--- src/rtl/l1d_linefill_ctrl_if.sv ---
// Handshake bundle between the linefill controller and its surroundings:
// MSHR requesters, memory read port, data RAM write port and done pulses.
interface l1d_linefill_ctrl_if #(
  parameter int ENTRY_NUM = 8,
  parameter int ID_W      = 3,
  parameter int TAG_W     = 20,
  parameter int INDEX_W   = 6,
  parameter int WAY_NUM   = 4,
  parameter int OFFSET_W  = 6,
  parameter int BEAT_NUM  = 4,
  parameter int DATA_W    = 128
) ();
  localparam int BEAT_W = $clog2(BEAT_NUM);
  localparam int ADDR_W = TAG_W + INDEX_W + OFFSET_W;

  logic [ENTRY_NUM-1:0]         v_req_vld;
  logic [ENTRY_NUM-1:0]         v_req_rdy;
  logic [ENTRY_NUM*TAG_W-1:0]   v_req_tag;
  logic [ENTRY_NUM*INDEX_W-1:0] v_req_index;
  logic [ENTRY_NUM*WAY_NUM-1:0] v_req_way;
  logic                         mem_req_vld;
  logic                         mem_req_rdy;
  logic [ADDR_W-1:0]            mem_req_addr;
  logic [ID_W-1:0]              mem_req_id;
  logic                         mem_rsp_vld;
  logic                         mem_rsp_rdy;
  logic [ID_W-1:0]              mem_rsp_id;
  logic [DATA_W-1:0]            mem_rsp_data;
  logic                         mem_rsp_last;
  logic                         dat_wr_vld;
  logic                         dat_wr_rdy;
  logic [INDEX_W-1:0]           dat_wr_index;
  logic [WAY_NUM-1:0]           dat_wr_way;
  logic [BEAT_W-1:0]            dat_wr_beat;
  logic [DATA_W-1:0]            dat_wr_data;
  logic [ENTRY_NUM-1:0]         v_linefill_done_en;

  modport master (
    input  v_req_vld, v_req_tag, v_req_index, v_req_way,
    input  mem_req_rdy, mem_rsp_vld, mem_rsp_id, mem_rsp_data, mem_rsp_last, dat_wr_rdy,
    output v_req_rdy, mem_req_vld, mem_req_addr, mem_req_id, mem_rsp_rdy,
    output dat_wr_vld, dat_wr_index, dat_wr_way, dat_wr_beat, dat_wr_data, v_linefill_done_en
  );

  modport slave (
    output v_req_vld, v_req_tag, v_req_index, v_req_way,
    output mem_req_rdy, mem_rsp_vld, mem_rsp_id, mem_rsp_data, mem_rsp_last, dat_wr_rdy,
    input  v_req_rdy, mem_req_vld, mem_req_addr, mem_req_id, mem_rsp_rdy,
    input  dat_wr_vld, dat_wr_index, dat_wr_way, dat_wr_beat, dat_wr_data, v_linefill_done_en
  );
endinterface

--- src/rtl/l1d_linefill_ctrl.sv ---
// L1D linefill controller: round-robin issue of MSHR fills, per-id context tracking,
// beat write-back and done pulses. Optional beat checker (err_beat): L1D_LINEFILL_BEAT_CHK_EN.
module l1d_linefill_ctrl #(
  parameter int ENTRY_NUM = 8,
  parameter int ID_W      = 3,
  parameter int TAG_W     = 20,
  parameter int INDEX_W   = 6,
  parameter int WAY_NUM   = 4,
  parameter int OFFSET_W  = 6,
  parameter int BEAT_NUM  = 4,
  parameter int DATA_W    = 128
) (
  input  logic                  clk,
  input  logic                  rst_n,
  l1d_linefill_ctrl_if.master   bus
`ifdef L1D_LINEFILL_BEAT_CHK_EN
  ,
  output logic                  err_beat
`endif
);
  localparam int BEAT_W = $clog2(BEAT_NUM);
  localparam int ADDR_W = TAG_W + INDEX_W + OFFSET_W;
  localparam logic [BEAT_W-1:0] LAST_BEAT = BEAT_W'(BEAT_NUM - 1);

  logic [ENTRY_NUM-1:0] inflight_q, inflight_d;
  logic [ENTRY_NUM-1:0] done_q, done_d;
  logic [ID_W-1:0]      rr_ptr_q, rr_ptr_d;
  logic                 req_vld_q, req_vld_d;
  logic [ADDR_W-1:0]    req_addr_q, req_addr_d;
  logic [ID_W-1:0]      req_id_q, req_id_d;
  logic [BEAT_W-1:0]    beat_cnt_q, beat_cnt_d;
  logic [INDEX_W-1:0]   ctx_index_q [ENTRY_NUM];
  logic [INDEX_W-1:0]   ctx_index_d [ENTRY_NUM];
  logic [WAY_NUM-1:0]   ctx_way_q [ENTRY_NUM];
  logic [WAY_NUM-1:0]   ctx_way_d [ENTRY_NUM];
`ifdef L1D_LINEFILL_BEAT_CHK_EN
  logic                 err_q, err_d;
`endif

  logic [ENTRY_NUM-1:0] eligible_s;
  logic [ENTRY_NUM-1:0] grant_s;
  logic [ID_W-1:0]      cand_s;
  logic [ID_W-1:0]      grant_id_s;
  logic                 grant_vld_s;
  logic                 slot_load_s;
  logic                 acc_s;
  logic                 rsp_hs_s;

  // Round-robin pick; an entry whose done pulse is in flight waits one more cycle.
  always_comb begin
    eligible_s  = bus.v_req_vld & ~inflight_q & ~done_q;
    grant_vld_s = 1'b0;
    grant_id_s  = '0;
    cand_s      = '0;
    for (int off = 0; off < ENTRY_NUM; off++) begin
      cand_s = ID_W'((int'(rr_ptr_q) + off) % ENTRY_NUM);
      if (!grant_vld_s && eligible_s[cand_s]) begin
        grant_vld_s = 1'b1;
        grant_id_s  = cand_s;
      end else begin
        grant_id_s  = grant_id_s;
      end
    end
    grant_s = '0;
    if (grant_vld_s) begin
      grant_s[grant_id_s] = 1'b1;
    end else begin
      grant_s = '0;
    end
  end

  // Next-state for the request slot, context table, beat counter and done pulses.
  always_comb begin
    slot_load_s = ~req_vld_q | bus.mem_req_rdy;
    acc_s       = grant_vld_s & slot_load_s;
    rsp_hs_s    = bus.mem_rsp_vld & bus.dat_wr_rdy;

    inflight_d  = inflight_q;
    done_d      = '0;
    rr_ptr_d    = rr_ptr_q;
    req_vld_d   = req_vld_q;
    req_addr_d  = req_addr_q;
    req_id_d    = req_id_q;
    beat_cnt_d  = beat_cnt_q;
    ctx_index_d = ctx_index_q;
    ctx_way_d   = ctx_way_q;

    if (rsp_hs_s && bus.mem_rsp_last) begin
      done_d[bus.mem_rsp_id]     = 1'b1;
      inflight_d[bus.mem_rsp_id] = 1'b0;
      beat_cnt_d                 = '0;
    end else if (rsp_hs_s) begin
      beat_cnt_d = beat_cnt_q + BEAT_W'(1);
    end else begin
      beat_cnt_d = beat_cnt_q;
    end

    if (acc_s) begin
      req_vld_d              = 1'b1;
      req_addr_d             = {bus.v_req_tag[grant_id_s*TAG_W +: TAG_W],
                                bus.v_req_index[grant_id_s*INDEX_W +: INDEX_W],
                                {OFFSET_W{1'b0}}};
      req_id_d               = grant_id_s;
      ctx_index_d[grant_id_s] = bus.v_req_index[grant_id_s*INDEX_W +: INDEX_W];
      ctx_way_d[grant_id_s]   = bus.v_req_way[grant_id_s*WAY_NUM +: WAY_NUM];
      inflight_d[grant_id_s]  = 1'b1;
      rr_ptr_d               = ID_W'((int'(grant_id_s) + 1) % ENTRY_NUM);
    end else if (bus.mem_req_rdy) begin
      req_vld_d = 1'b0;
    end else begin
      req_vld_d = req_vld_q;
    end

`ifdef L1D_LINEFILL_BEAT_CHK_EN
    err_d = err_q;
    if (bus.mem_rsp_vld &&
        (( bus.mem_rsp_last && (beat_cnt_q != LAST_BEAT)) ||
         (!bus.mem_rsp_last && (beat_cnt_q == LAST_BEAT)) ||
         !inflight_q[bus.mem_rsp_id])) begin
      err_d = 1'b1;
    end else begin
      err_d = err_q;
    end
`endif
  end

  // State registers with synchronous active-low reset.
  always_ff @(posedge clk) begin
    if (!rst_n) begin
      inflight_q <= '0;
      done_q     <= '0;
      rr_ptr_q   <= '0;
      req_vld_q  <= 1'b0;
      req_addr_q <= '0;
      req_id_q   <= '0;
      beat_cnt_q <= '0;
      for (int i = 0; i < ENTRY_NUM; i++) begin
        ctx_index_q[i] <= '0;
        ctx_way_q[i]   <= '0;
      end
`ifdef L1D_LINEFILL_BEAT_CHK_EN
      err_q      <= 1'b0;
`endif
    end else begin
      inflight_q  <= inflight_d;
      done_q      <= done_d;
      rr_ptr_q    <= rr_ptr_d;
      req_vld_q   <= req_vld_d;
      req_addr_q  <= req_addr_d;
      req_id_q    <= req_id_d;
      beat_cnt_q  <= beat_cnt_d;
      ctx_index_q <= ctx_index_d;
      ctx_way_q   <= ctx_way_d;
`ifdef L1D_LINEFILL_BEAT_CHK_EN
      err_q       <= err_d;
`endif
    end
  end

  // Grants are held off while reset is asserted so no requester sees a phantom accept.
  assign bus.v_req_rdy          = grant_s & {ENTRY_NUM{slot_load_s & rst_n}};
  assign bus.mem_req_vld        = req_vld_q;
  assign bus.mem_req_addr       = req_addr_q;
  assign bus.mem_req_id         = req_id_q;
  assign bus.mem_rsp_rdy        = bus.dat_wr_rdy;
  assign bus.dat_wr_vld         = bus.mem_rsp_vld;
  assign bus.dat_wr_index       = ctx_index_q[bus.mem_rsp_id];
  assign bus.dat_wr_way         = ctx_way_q[bus.mem_rsp_id];
  assign bus.dat_wr_beat        = beat_cnt_q;
  assign bus.dat_wr_data        = bus.mem_rsp_data;
  assign bus.v_linefill_done_en = done_q;
`ifdef L1D_LINEFILL_BEAT_CHK_EN
  assign err_beat               = err_q;
`endif
endmodule

--- src/flat_wrapper.sv ---
// flat-port wrapper written by rule: the top's interface ports become plain ports
module l1d_linefill_ctrl_flat 
#(
  parameter int ENTRY_NUM = 8,
  parameter int ID_W      = 3,
  parameter int TAG_W     = 20,
  parameter int INDEX_W   = 6,
  parameter int WAY_NUM   = 4,
  parameter int OFFSET_W  = 6,
  parameter int BEAT_NUM  = 4,
  parameter int DATA_W    = 128
)
  (clk, rst_n, bus_v_req_vld, bus_v_req_tag, bus_v_req_index, bus_v_req_way, bus_mem_req_rdy, bus_mem_rsp_vld, bus_mem_rsp_id, bus_mem_rsp_data, bus_mem_rsp_last, bus_dat_wr_rdy, bus_v_req_rdy, bus_mem_req_vld, bus_mem_req_addr, bus_mem_req_id, bus_mem_rsp_rdy, bus_dat_wr_vld, bus_dat_wr_index, bus_dat_wr_way, bus_dat_wr_beat, bus_dat_wr_data, bus_v_linefill_done_en);
  l1d_linefill_ctrl_if #(.ENTRY_NUM(ENTRY_NUM), .ID_W(ID_W), .TAG_W(TAG_W), .INDEX_W(INDEX_W), .WAY_NUM(WAY_NUM), .OFFSET_W(OFFSET_W), .BEAT_NUM(BEAT_NUM), .DATA_W(DATA_W)) bus_i ();
  input  logic clk;
  input  logic rst_n;
  input wire logic [$bits(bus_i.v_req_vld)-1:0] bus_v_req_vld;
  input wire logic [$bits(bus_i.v_req_tag)-1:0] bus_v_req_tag;
  input wire logic [$bits(bus_i.v_req_index)-1:0] bus_v_req_index;
  input wire logic [$bits(bus_i.v_req_way)-1:0] bus_v_req_way;
  input wire logic [$bits(bus_i.mem_req_rdy)-1:0] bus_mem_req_rdy;
  input wire logic [$bits(bus_i.mem_rsp_vld)-1:0] bus_mem_rsp_vld;
  input wire logic [$bits(bus_i.mem_rsp_id)-1:0] bus_mem_rsp_id;
  input wire logic [$bits(bus_i.mem_rsp_data)-1:0] bus_mem_rsp_data;
  input wire logic [$bits(bus_i.mem_rsp_last)-1:0] bus_mem_rsp_last;
  input wire logic [$bits(bus_i.dat_wr_rdy)-1:0] bus_dat_wr_rdy;
  output wire logic [$bits(bus_i.v_req_rdy)-1:0] bus_v_req_rdy;
  output wire logic [$bits(bus_i.mem_req_vld)-1:0] bus_mem_req_vld;
  output wire logic [$bits(bus_i.mem_req_addr)-1:0] bus_mem_req_addr;
  output wire logic [$bits(bus_i.mem_req_id)-1:0] bus_mem_req_id;
  output wire logic [$bits(bus_i.mem_rsp_rdy)-1:0] bus_mem_rsp_rdy;
  output wire logic [$bits(bus_i.dat_wr_vld)-1:0] bus_dat_wr_vld;
  output wire logic [$bits(bus_i.dat_wr_index)-1:0] bus_dat_wr_index;
  output wire logic [$bits(bus_i.dat_wr_way)-1:0] bus_dat_wr_way;
  output wire logic [$bits(bus_i.dat_wr_beat)-1:0] bus_dat_wr_beat;
  output wire logic [$bits(bus_i.dat_wr_data)-1:0] bus_dat_wr_data;
  output wire logic [$bits(bus_i.v_linefill_done_en)-1:0] bus_v_linefill_done_en;
  assign bus_i.v_req_vld = bus_v_req_vld;
  assign bus_i.v_req_tag = bus_v_req_tag;
  assign bus_i.v_req_index = bus_v_req_index;
  assign bus_i.v_req_way = bus_v_req_way;
  assign bus_i.mem_req_rdy = bus_mem_req_rdy;
  assign bus_i.mem_rsp_vld = bus_mem_rsp_vld;
  assign bus_i.mem_rsp_id = bus_mem_rsp_id;
  assign bus_i.mem_rsp_data = bus_mem_rsp_data;
  assign bus_i.mem_rsp_last = bus_mem_rsp_last;
  assign bus_i.dat_wr_rdy = bus_dat_wr_rdy;
  assign bus_v_req_rdy = bus_i.v_req_rdy;
  assign bus_mem_req_vld = bus_i.mem_req_vld;
  assign bus_mem_req_addr = bus_i.mem_req_addr;
  assign bus_mem_req_id = bus_i.mem_req_id;
  assign bus_mem_rsp_rdy = bus_i.mem_rsp_rdy;
  assign bus_dat_wr_vld = bus_i.dat_wr_vld;
  assign bus_dat_wr_index = bus_i.dat_wr_index;
  assign bus_dat_wr_way = bus_i.dat_wr_way;
  assign bus_dat_wr_beat = bus_i.dat_wr_beat;
  assign bus_dat_wr_data = bus_i.dat_wr_data;
  assign bus_v_linefill_done_en = bus_i.v_linefill_done_en;
  l1d_linefill_ctrl #(.ENTRY_NUM(ENTRY_NUM), .ID_W(ID_W), .TAG_W(TAG_W), .INDEX_W(INDEX_W), .WAY_NUM(WAY_NUM), .OFFSET_W(OFFSET_W), .BEAT_NUM(BEAT_NUM), .DATA_W(DATA_W)) u_core (.clk(clk), .rst_n(rst_n), .bus(bus_i));
endmodule
--- config.mk ---
export PLATFORM = sky130hd
export DESIGN_NAME = l1d_linefill_ctrl_flat
export DESIGN_NICKNAME = d
export VERILOG_FILES = /design/src/rtl/l1d_linefill_ctrl_if.sv /design/src/rtl/l1d_linefill_ctrl.sv /design/src/flat_wrapper.sv
export SDC_FILE = /design/constraint.sdc
export NUM_CORES = 1
export LEC_CHECK = 0
export CAP_MARGIN = 20
export CORE_AREA = 4 4 225 227
export DETAILED_ROUTE_END_ITERATION = 10
export DIE_AREA = 0 0 229 231
export PLACE_DENSITY = 0.5
export SLEW_MARGIN = 10
export SYNTH_ARGS = -nofsm -noshare
export SYNTH_HDL_FRONTEND = slang
export SYNTH_SLANG_ARGS = --single-unit
--- constraint.sdc ---
create_clock -name clk -period 19.5 [get_ports clk]
set_input_delay 5.85 -clock clk [delete_from_list [all_inputs] [get_ports clk]]
set_output_delay 5.85 -clock clk [all_outputs]
set_load 0.005 [all_outputs]
# Yosys cells after proc, flatten, opt, wreduce, memory -nomap -nowiden
# Cells that the tools add are included.
# op_classes
n_lt_le_gt_ge	15
n_bitwise	16
add_sub_neg	9
n_reduce_logical	21
n_shift	3
mul	2
n_mux	53
# ops
cell	count
indexed part select 160 x 9 -> 20 bit	1
bitwise mux 48 bit	1
indexed part select 48 x 7 -> 6 bit	1
< comparator 3 x 4 -> 1 bit, second input constant	10
AND 8 bit	4
bitwise mux 32 bit	1
indexed part select 32 x 6 -> 4 bit	1
binary-select mux 1 bit (select 3 bit)	8
two-way mux 3 bit	8
two-way mux 8 bit	3
NOT 8 bit	3
two-way mux 1 bit	20
binary-select mux 6 bit (select 3 bit)	1
demux 6 bit (select 3 bit)	1
two-way mux 6 bit	3
adder 3 bit, second input constant	4
binary-select mux 4 bit (select 3 bit)	1
demux 4 bit (select 3 bit)	1
two-way mux 4 bit	3
logical AND 1 bit	11
greater-or-equal comparator 4 bit, second input constant	2
NOT 3 -> 4 bit	2
bitwise OR 8 bit	1
zero test 1 bit	7
14 further kinds	21
# totals
output_inout_bits	194
regBits	131
in_bits	385

# Depth between registers and ports, before layout
# logic_depth
depth_word	33
depth_mapped	18

# Worst setup path before layout
# No wires, ideal clock.
# synth_timing
path_type	input to output
start	input port bus_v_req_vld[3]
end	output port bus_v_req_rdy[4]
path_slack_ps	5064
arrival_ps	8586
cell_stages	13
cell_sequence	nor4b_1 > or2_0 > mux4_2 > o32ai_4 > or3b_1 > a31o_1 > and3_1 > clkbuf_1 > buf_6 > buf_6 > nor4_4 > nand2_1 > inv_1
# synth_via
elab_chain_len	32
word_cells_on_any_way	55
# synth_lines
element	line_no	rtl
start, declared	flat_wrapper.sv:17	input wire logic [$bits(bus_i.v_req_vld)-1:0] bus_v_req_vld;
AND 8 bit (*) (2 in a row)	l1d_linefill_ctrl.sv:51	eligible_s = bus.v_req_vld & ~inflight_q & ~done_q;
binary-select mux 1 bit (select 3 bit)	l1d_linefill_ctrl.sv:57	if (!grant_vld_s && eligible_s[cand_s]) begin
two-way mux 1 bit (not written as such)	l1d_linefill_ctrl.sv:57	
two-way mux 1 bit	l1d_linefill_ctrl.sv:57	
zero test 1 bit	l1d_linefill_ctrl.sv:57	
logical AND 1 bit	l1d_linefill_ctrl.sv:57	
two-way mux 1 bit	l1d_linefill_ctrl.sv:57	
zero test 1 bit	l1d_linefill_ctrl.sv:57	
(+15 left out)	-	
logical AND 1 bit	l1d_linefill_ctrl.sv:57	
two-way mux 3 bit	l1d_linefill_ctrl.sv:57	
< comparator 3 x 4 -> 1 bit (not written as such) or greater-or-equal comparator 3 x 1 -> 1 bit (tied branches)	l1d_linefill_ctrl.sv:66	grant_s[grant_id_s] = 1'b1;
logical AND 1 bit (not written as such)	l1d_linefill_ctrl.sv:66	
two-way mux 1 bit (not written as such)	l1d_linefill_ctrl.sv:66	
demux 1 bit (select 3 bit)	-	
two-way mux 8 bit (*)	l1d_linefill_ctrl.sv:65	if (grant_vld_s) begin
AND 8 bit (*)	l1d_linefill_ctrl.sv:161	assign bus.v_req_rdy = grant_s & {ENTRY_NUM{slot_load_s & rst_n}};
end, declared	flat_wrapper.sv:27	output wire logic [$bits(bus_i.v_req_rdy)-1:0] bus_v_req_rdy;
# Mark *: on every way between the ends. The rest lies on a longest branch, timed or not. The select of a mux whose other input is x is not followed.

# Final worst setup path
# layout_timing
start	input port bus_v_req_vld[3]
end	output port bus_v_req_rdy[3]
# The elaborated chain is that of the path after synthesis.

==> impl_results.md <==
* Outcome: complete, no violations
* Mean Syn Cell Area at 8.544 um2
* Number of vias after detailed routing at 9,548
* Total of flip-flops plus latches after synthesis at 131
* XOR/XNOR share of the synthesized area at 0.2746%
* WS Path Type: input pin to output pin
* Register share of total power at 15.7%
* Signed area change from the synthesized netlist to the final layout at 34.26%
* Achievable Freq at 0.06081 GHz
* Post-route clock period utilization at 84.33%
* Iteration count of the initial detailed-routing pass at 5
* Clock-pin slew of the registers on the worst-case setup and hold paths at 0.06 ns
* Worst slew pin tran at 1.094 ns
* P_sw at 1.320 mW
* Tot GR Track Use at 15.67%
* Cell area after synthesis at 9569 um2
* Required time worst endpoint at 13.65 ns
* Static leakage power at 4.489 nW
* Area share of the largest cell type after synthesis at 27.41%
* Post-synth ARST share at 0%
* Die Y-Extent at 231 um
* Simple-Gate Fraction of Synth Area at 18.97%
* Clock period minus final worst setup slack at 16.44 ns
* Distinct cell type count after synthesis at 72
* Leading cell types by total area after synthesis: sky130_fd_sc_hd__dfxtp_1 27%, sky130_fd_sc_hd__buf_4 11%, sky130_fd_sc_hd__mux2i_1 10%, sky130_fd_sc_hd__nand2_1 4.9%, sky130_fd_sc_hd__a22oi_1 3.8%
* Number of enable flip-flop cells after synthesis at 0
* Adder and majority cell fraction of the synthesized area at 0.2615%
* Final HPWL DP at 33,050 um
* Met1 track demand over resource at 18.99%
* Number of gates resized after CTS at 0
* Most used routing layer in global routing: met2
* Internal power consumption at 1.197 mW
* Die X-Extent at 229 um
* Post-route clock skew at 0.01193 ns
* Worst hold-check slack at 0.4529 ns
* Global routing met3 resource utilization at 4.294%
* Clock tree from TritonCTS: built
* Main combinational cell family by area after synthesis: compound AO/OA/AOI/OAI gates
* Proportion of layout cells with a drive suffix above 1 at 8.208%
* Placeable core area at 48,650 um2
* Wirelength per Cell at 22.91 um
* Final slew viol count at 0
* Pin count of the biggest net entering global routing at 66
* Met2 usage in global routing at 26.71%
* Combined area of the multi-input logic cells at 5532 um2
* Clock latency reported for the late side of the worst-skew pair at 0.43 ns
* Sequential area share after synthesis at 27.41%
* Inserted Clock Buffers at 17
* Setup TNS at 0 ns
* Power per Cell Area at 196.0 nW/um2
* Remaining routing DRC violations at 0
* Wire length of the first global-routing pass at 63,360 um
* Fillers at 5,276
* Maximum VDD drop at 161.2 uV
* Highest fanout seen on the critical path at 24
* Final antenna-violating net count at 0
* Switching part of the total at 52.44%
* Setup violation total in the final timing report at 0
* Die Outline Area at 52,900 um2
* Power after layout at 2.518 mW
* Routability Congestion at 0.8468
* Initial antenna violation count at 1
* Post-synthesis mux area share at 14.51%
* Total detailed-routing wirelength at 43,310 um
* CP Capture Type: output pin
* Combinational cell fraction of total power at 71.8%
* Worst EP arrival at 10.59 ns
* Effective utilization at floorplan at 19.67%
* Ys Warns at 0
* Vias in the first global route at 9,683
* Routed vias/inst at 5.052
* Cell type contributing the most total cell area after synthesis: sky130_fd_sc_hd__dfxtp_1
* Clk buf depth at 2
* Count of mapped cells out of synthesis at 1,120
* Worst min-delay path class: register to register
* Type of origin of the critical path: input pin
* Highest-count cells in the layout ignoring fill and taps: 315 x sky130_fd_sc_hd__clkdlybuf4s50_1, 131 x sky130_fd_sc_hd__dfxtp_1, 126 x sky130_fd_sc_hd__nand2_1, 96 x sky130_fd_sc_hd__mux2i_1, 58 x sky130_fd_sc_hd__nand3_1
* Area occupied by registers at 2623 um2
* Worst slew margin at 27.07%
* Hold Violations, Final at 0
* Buffer cell driving the clock tree root: sky130_fd_sc_hd__clkbuf_16
* Clock power frac at 12.5%
* CTS Hold Buffers Added at 0
* Number of primary I/O pins at 579
* Unrepaired setup endpoints after global routing: no
* Maximum level of the CTS H-tree at 4
* Synthesized-area fraction occupied by ao, oa, aoi and oai cells at 23.10%
* Number of buffer cells added on primary ports at 316
* Commonest non-fill, non-tap cell in the layout: sky130_fd_sc_hd__clkdlybuf4s50_1
* Net count of the finished layout at 1,642
* Max-cap violations at 0
* Starting DRC count in detailed routing at 697
* Number of sinks handled by clock tree synthesis at 131
* Num rows at 81
* Setup bufs post-CTS at 0
* Main flop type after synthesis: sky130_fd_sc_hd__dfxtp_1
* Total gr overflow at 0
[state kept, by name (all words and copies together), names as in the netlist]
register                       cells
u_core.ctx_way_q                  32
u_core.bus.dat_wr_beat             2
u_core.ctx_index_q                48
u_core.bus.mem_req_id              3
u_core.bus.v_linefill_done_en      8
u_core.rr_ptr_q                    3
u_core.inflight_q                  8
u_core.bus.mem_req_addr           26
u_core.bus.mem_req_vld             1
[cells in the mapped netlist, drive strengths merged (10+ instances only)]
library cell  instances
a22o                 10
nand4                27
or3b                 10
mux2                 16
a32oi                21
a21oi                10
o21ai                24
mux2i                96
inv                  14
a21boi               48
nor2                 35
mux4                 11
o31ai                41
a22oi                50
nor4                 10
nand3                60
clkbuf               46
buf                 177
a32o                 27
nand2               126
dfxtp               131
[through the flow]
step	cells	util [%]	instance area [um2]	worst slack (ns)
6_report	1890	26.41	12850	3.056
5_1_grt	1889	26.40	12840	2.665
4_1_cts	1886	26.34	12810	3.082
2_1_floorplan	1125	-	9588	5.064
3_3_place_gp	1854	25.19	12250	3.138
3_5_place_dp	1855	25.20	12260	3.084
[path summary, 6_finish.rpt]
path | startpoint | to | slack [ns] | cells after the start
hold reg to reg | u_core.ctx_way_q[23] | u_core.ctx_way_q[23] | 0.45 | 2
setup reg to reg | u_core.rr_ptr_q[0] | u_core.ctx_index_q[27] | 12.86 | 13
hold / removal | u_core.ctx_way_q[23] | u_core.ctx_way_q[23] | 0.45 | 2
setup / recovery | bus_v_req_vld[3] | bus_v_req_rdy[3] | 3.06 | 13
[power by group through the flow]
stage,Combinational (mW),Clock [mW],Sequential [mW]
after CTS,1.82,0.325,0.396
final,1.81,0.314,0.396
after global placement,1.80,0,0.400
after detailed placement,1.81,0,0.401
after global routing,1.96,0.332,0.403
after floorplan,1.26,0,0.391
[per-layer routing]
metal  vias up  wire length (um)
li1       4336                 -
met4         0              1436
met3        85              3222
met2       491             20840
met5         -                 0
met1      4636             17810
[final cells by class]
type | count | share of cell area, %
clock buffers | 18 | 3.340
repair buffers | 334 | 25.69
inverters | 15 | 0.4383
diodes | 1 | 0.01948
clock inverters | 13 | 0.9836
flip-flops and latches | 131 | 20.41
well taps | 622 | 6.058
multi-input cells | 756 | 43.06
[cell families (layout without fill, tap and decap cells)]
| family | count (synthesis) | in the layout |
|---|---|---|
| AND/OR/NAND/NOR | 342 | 342 |
| adder cells (fa/ha/maj) | 2 | 2 |
| other | 1 | 7 |
| multiplexers | 123 | 123 |
| AO/OA/AOI/OAI | 280 | 280 |
| buffers and inverters | 238 | 380 |
| flip-flops | 131 | 131 |
| XOR/XNOR | 3 | 3 |
[critical path, stage by stage]
cell                              delay, ns
sky130_fd_sc_hd__clkdlybuf4s50_1       0.50
sky130_fd_sc_hd__nor3b_1               0.63
sky130_fd_sc_hd__mux4_2                0.43
sky130_fd_sc_hd__o211ai_1              0.10
sky130_fd_sc_hd__o32ai_1               0.54
sky130_fd_sc_hd__o211ai_1              0.20
sky130_fd_sc_hd__o211ai_1              0.18
sky130_fd_sc_hd__nand3_2               0.59
sky130_fd_sc_hd__nor4_2                0.46
sky130_fd_sc_hd__buf_4                 0.24
sky130_fd_sc_hd__nand2_1               0.18
sky130_fd_sc_hd__inv_1                 0.16
sky130_fd_sc_hd__clkdlybuf4s50_1       0.51
Power figures use the tool's default switching activity.
